--- src/rtl/fetch_sequencer.sv ---
// ---------------------------------------------------------------------------
// fetch_sequencer
//
// Owns the word-addressed program counter that feeds the instruction memory
// read address. Each clock it picks the next PC from the sequential, branch,
// jump and jump-register sources. It also handles stall, a sticky
// end-of-program halt, a one-cycle redirect pulse and a saturating
// retired-instruction counter.
//
// Ports:
//   clk            master clock; all state changes on posedge
//   reset          synchronous active-high reset (highest priority)
//   stall          hold pc and drop every redirect request this cycle
//   branch_taken   conditional branch resolved taken
//   branch_offset  signed word offset, relative to pc+1
//   jump           J/JAL request; target is jump_target[PC_W-1:0]
//   jump_target    instruction target field
//   jr             jump-register request; target is jr_addr[PC_W-1:0]
//   jr_addr        register value used as a word address
//   pc             registered fetch address
//   pc_plus1       pc+1 modulo 2^PC_W (link value / branch base)
//   fetch_valid    pc is a valid fetch address (RUN state)
//   halted         sticky end-of-program flag (HALT state)
//   redirect       high for one cycle after a taken non-sequential update
//   instr_count    saturating count of pc advances (retired instructions)
//
// PC_W must be at most 26 so that both target fields cover it.
// ---------------------------------------------------------------------------
module fetch_sequencer #(
    parameter int PC_W      = 13,
    parameter int PROG_SIZE = 8192,
    parameter int RESET_PC  = 0
) (
    input  logic            clk,
    input  logic            reset,
    input  logic            stall,
    input  logic            branch_taken,
    input  logic [15:0]     branch_offset,
    input  logic            jump,
    input  logic [25:0]     jump_target,
    input  logic            jr,
    input  logic [31:0]     jr_addr,
    output logic [PC_W-1:0] pc,
    output logic [PC_W-1:0] pc_plus1,
    output logic            fetch_valid,
    output logic            halted,
    output logic            redirect,
    output logic [31:0]     instr_count
);

    typedef enum logic {
        RUN  = 1'b0,
        HALT = 1'b1
    } state_t;

    // Limits compared against a 33-bit candidate so that the unwrapped
    // sequential step (pc+1 with carry) is caught as out of program.
    localparam logic [32:0]     PROG_END    = 33'(PROG_SIZE);
    localparam bit              RESET_HALTS = (RESET_PC >= PROG_SIZE);
    localparam logic [PC_W-1:0] RESET_PC_V  = PC_W'(RESET_PC);

    state_t          state_q, state_d;
    logic [PC_W-1:0] pc_q, pc_d;
    logic [31:0]     count_q;
    logic            redirect_q, redirect_d;
    logic            advance;
    logic            take_redirect;
    logic [32:0]     target_ext;
    logic [31:0]     branch_sum;
    logic            unused_bits;

    // Branch base is pc+1; the sum is truncated to PC_W so wrap-around is
    // simply modular arithmetic.
    assign branch_sum = 32'(pc_plus1) + {{16{branch_offset[15]}}, branch_offset};

    // Target bits above PC_W are deliberately ignored.
    assign unused_bits = ^{jump_target, jr_addr, branch_sum};

    // Next-state / next-pc selection. The candidate target is computed with
    // one spare bit so a single >= PROG_END test covers both a redirect past
    // the program and a sequential step off its end (including the 2^PC_W
    // wrap). On the halting edge pc holds while the count still advances.
    always_comb begin
        state_d       = state_q;
        pc_d          = pc_q;
        redirect_d    = 1'b0;
        advance       = 1'b0;
        take_redirect = 1'b0;
        target_ext    = 33'(pc_q) + 33'd1;

        if (jr) begin
            target_ext    = 33'(jr_addr[PC_W-1:0]);
            take_redirect = 1'b1;
        end else if (jump) begin
            target_ext    = 33'(jump_target[PC_W-1:0]);
            take_redirect = 1'b1;
        end else if (branch_taken) begin
            target_ext    = 33'(branch_sum[PC_W-1:0]);
            take_redirect = 1'b1;
        end

        if (state_q == RUN && !stall) begin
            advance = 1'b1;
            if (target_ext >= PROG_END) begin
                state_d = HALT;
            end else begin
                pc_d       = target_ext[PC_W-1:0];
                redirect_d = take_redirect;
            end
        end
    end

    // State register plus pc, redirect pulse and saturating counter.
    always_ff @(posedge clk) begin
        if (reset) begin
            state_q    <= RESET_HALTS ? HALT : RUN;
            pc_q       <= RESET_PC_V;
            count_q    <= '0;
            redirect_q <= 1'b0;
        end else begin
            state_q    <= state_d;
            pc_q       <= pc_d;
            redirect_q <= redirect_d;
            if (advance && count_q != 32'hFFFF_FFFF) begin
                count_q <= count_q + 32'd1;
            end
        end
    end

    assign pc          = pc_q;
    assign pc_plus1    = pc_q + PC_W'(1);
    assign fetch_valid = (state_q == RUN);
    assign halted      = (state_q == HALT);
    assign redirect    = redirect_q;
    assign instr_count = count_q;

endmodule

--- config.mk ---
export PLATFORM = sky130hd
export DESIGN_NAME = fetch_sequencer
export DESIGN_NICKNAME = d
export VERILOG_FILES = /design/src/rtl/fetch_sequencer.sv
export SDC_FILE = /design/constraint.sdc
export NUM_CORES = 1
export LEC_CHECK = 0
export BUFFER_PORTS_ARGS = -buffer_cell sky130_fd_sc_hd__buf_2
export CAP_MARGIN = 5
export CORE_ASPECT_RATIO = 1.1
export CORE_MARGIN = 4
export CORE_UTILIZATION = 50
export CTS_CLUSTER_DIAMETER = 200
export CTS_CLUSTER_SIZE = 24
export DETAILED_ROUTE_END_ITERATION = 8
export HOLD_SLACK_MARGIN = 0.06
export PLACE_DENSITY = 0.89
export SYNTH_ARGS = -nofsm -noshare
export SYNTH_HDL_FRONTEND = slang
export SYNTH_SLANG_ARGS = --single-unit
--- constraint.sdc ---
create_clock -name clk -period 7 [get_ports clk]
set_input_delay 0.7 -clock clk [delete_from_list [all_inputs] [get_ports clk]]
set_output_delay 0.7 -clock clk [all_outputs]
set_load 0.02 [all_outputs]
==> flow_summary.ini <==
[outcome]
status = completed

[power_and_ir_drop]
p_leak_nw = 1.87
p_int_mw = 0.462
p_sw_mw = 0.213
switching_share = 0.315
power_frac_seq = 0.423
clock_power_share = 0.310
p_per_area_mw_per_mm2 = 164
combPwrFrac = 0.268
ir_drop_mv = 0.133

[synth]
yosys_warnings = 0
synth_edf_count = 0
ys_ff_latch = 47
synthCells = 447
muxShareOfSynthArea = 0.0163
yosysTopAreaCell = dfxtp_1
synth-simple-area-share = 0.302
synth-adder-area-share = 0.0636
yosysTopAreaCellShare = 0.272
yosys.area_share.xor_xnor = 0.0860
synthesis.area_sq_mm = 0.00346
synthTopCellsByArea = dfxtp_1 (27%), ha_1 (5.8%), nor2_1 (5.7%), xor2_1 (5.3%), nand2_1 (4.3%)
avgSynthCellArea_sq_um = 7.74
yosysSeqAreaShare = 0.272
synth.most_common_cell = nor2_1
synth_common_cells = nor2_1 (53), dfxtp_1 (47), nand2_1 (40)
synth_compound_area_frac = 0.220
synth_fp_nets = 544
synth_top_family_by_area = simple AND/OR/NAND/NOR gates
synth_ff_type = dfxtp_1
synth_cell_types = 65
synth_async_sr_flop_share = 0

[timing]
worst_pin_slew_ps = 834
period_share = 0.495
drv_slew = 0
rsz0062_at_grt = false
slew_headroom = 0.443
clock_skew_ps = 8.75
fmaxAchievable_ghz = 0.288
min_period_ps = 3470
hold_violations = 0
tns_ps = 0
finalSetupViolations = 0

[setup_path]
cp_data_required_time_ps = 7190
worstPathArrival_ps = 3650
critPathMaxStageDelay_ps = 490
cp_common_cell = nand2_1
critPathMaxFanout = 7
critPathKind = reg2reg
start_kind = register
cp-end-kind = register
path_cells = nand3_1, nor3_1, nand2_1, xnor2_1, ha_1, and4_1, a31oi_1, nand2_1, o41a_1, o311a_1
crit_family = simple AND/OR/NAND/NOR gates
slowest_stage = nor3_1
cp_num_buf_inv = 0

[global_route]
antenna_found_initial = 0
grt-ovfl-total = 0
grt_max_degree = 45
grt.total_usage = 0.228
grt_pass1_wl_microns = 15700
grt_pass1_vias = 3455

[cells_and_area]
final_nets = 637
areaGrowthSynthToFinish_pct = 19.2
num_antenna_cells = 0
drive_gt1_frac = 0.248
stdcell_area_sq_mm = 0.00413

[route]
vias = 3685
postRouteAntennaNets = 0
finalWirelength_microns = 9760
vias_per_cell = 5.91
drc = 0
wire_per_inst_microns = 15.7
drtIter0Drc = 152
drt_first_pass_iters = 4

[cts]
cts_root_buf = clkbuf_8
clk_pin_slew_worst_paths_ps = 90
clk_path_buf_depth = 2
ctsHoldBuffers = 0
cts_tree = done
cts.sinks = 47
clock_latency_ps = 300
cts_made_buffers = 5
h-tree-depth = 2
post_cts_buffers = 0
cts_resized = 0

[floorplan]
die_w_microns = 87.3
num_io_pins = 141
initial_utilization = 0.519
dieArea_sq_mm = 0.00832
core_sq_mm = 0.00667
rows = 31
fp.dieH_microns = 95.3

[placed_design]
gp_congestion = 0.918
portBuffers = 105
dpl-instance-area_sq_mm = 0.00401
dp_hpwl_microns = 7630

[job]
max_cap_violations = 0

[worst_hold_path]
hold_class = reg2reg
## worst reg2reg max path, stage by stage, from the launching register on
cell and delay [ps]:
dfxtp_1 440, nand3_1 260, nor3_1 490, nand2_1 130, xnor2_1 370, ha_1 370, and4_1 230, a31oi_1 280
nand2_1 160, o41a_1 340, o311a_1 290
## layout by cell type (no fill, tap or decap), drive strengths merged, types with 4 or more instances in the layout
| master | Yosys | routed |
|---|---|---|
| buf | 5 | 106 |
| nor2 | 54 | 54 |
| dfxtp | 47 | 47 |
| nand2 | 42 | 42 |
| nand3 | 24 | 24 |
| o21ai | 23 | 23 |
| a21oi | 22 | 22 |
| xor2 | 21 | 21 |
| ha | 16 | 16 |
| nand4 | 14 | 14 |
| inv | 13 | 13 |
| xnor2 | 13 | 13 |
| nor3 | 10 | 10 |
| and3 | 10 | 10 |
| o211ai | 9 | 9 |
| or3 | 9 | 9 |
| a21o | 8 | 8 |
| a31oi | 8 | 8 |
| a211oi | 8 | 8 |
| or4 | 8 | 8 |
| clkbuf | 15 | 6 |
| nand4b | 5 | 5 |
| o21a | 5 | 5 |
| o31ai | 4 | 4 |
| or2 | 4 | 4 |
| a211o | 4 | 4 |
## cell type report
class,instances,area [sq um]
clock buffer,6,82.6
clock inverter,2,35.0
fill,596,2540
inverter,14,52.6
multi-input combinational,366,2380
sequential,47,941
tap,82,103
timing repair buffer,106,533
## final timing paths
kind	cells past startpoint	slack [ps]	startpoint	endpoint
setup / recovery	10	3530	pc[2]	pc[10]
setup reg to reg	10	3530	pc[2]	pc[10]
hold / removal	2	490	instr_count[1]	instr_count[1]
hold reg to reg	2	490	instr_count[1]	instr_count[1]
## state kept, by name, summed over array words and instances (netlist names)
signal       cells
instr_count     32
halted           1
redirect         1
pc              13
## power groups by stage
stage                     Clock [mW]  Combinational, mW  Sequential, mW
after floorplan                    0              0.117           0.299
after global placement             0              0.176           0.291
after detailed placement           0              0.179           0.292
after CTS                      0.213              0.180           0.285
after global routing           0.225              0.200           0.287
final                          0.209              0.181           0.286
## routing by layer
layer  wire (microns)  share of wire  vias up  GRT usage
li1                 -              -     1835          -
met1             4250           0.44     1707      0.281
met2             4850           0.50      130      0.417
met3              565          0.058       13     0.0346
met4               99          0.010        0     0.0435
met5                0              0        -          0
## through the flow
stage / instances / worst slack (ps) / util / power, mW / hold slack, ps
6_report: 623 / 3530 / 0.619 / 0.676 / 492
5_1_grt: 623 / 3250 / 0.619 / 0.712 / 533
4_1_cts: 623 / 3530 / 0.619 / 0.678 / 492
3_5_place_dp: 615 / 3560 / 0.601 / 0.470 / 480
3_3_place_gp: 615 / 3590 / 0.601 / 0.468 / 480
2_1_floorplan: 447 / 3690 / - / 0.416 / 558
## cells by family (layout without fill, tap and decap cells)
group | Yosys count | after routing
AOI/OAI and AO/OA | 113 | 113
xor gates and xnor gates | 34 | 34
and+or+nand+nor | 197 | 197
DFF | 47 | 47
buffers and inverters | 34 | 128
muxes | 5 | 5
adders and majority gates | 17 | 17
No activity file was read; power rests on OpenSTA's default activity.
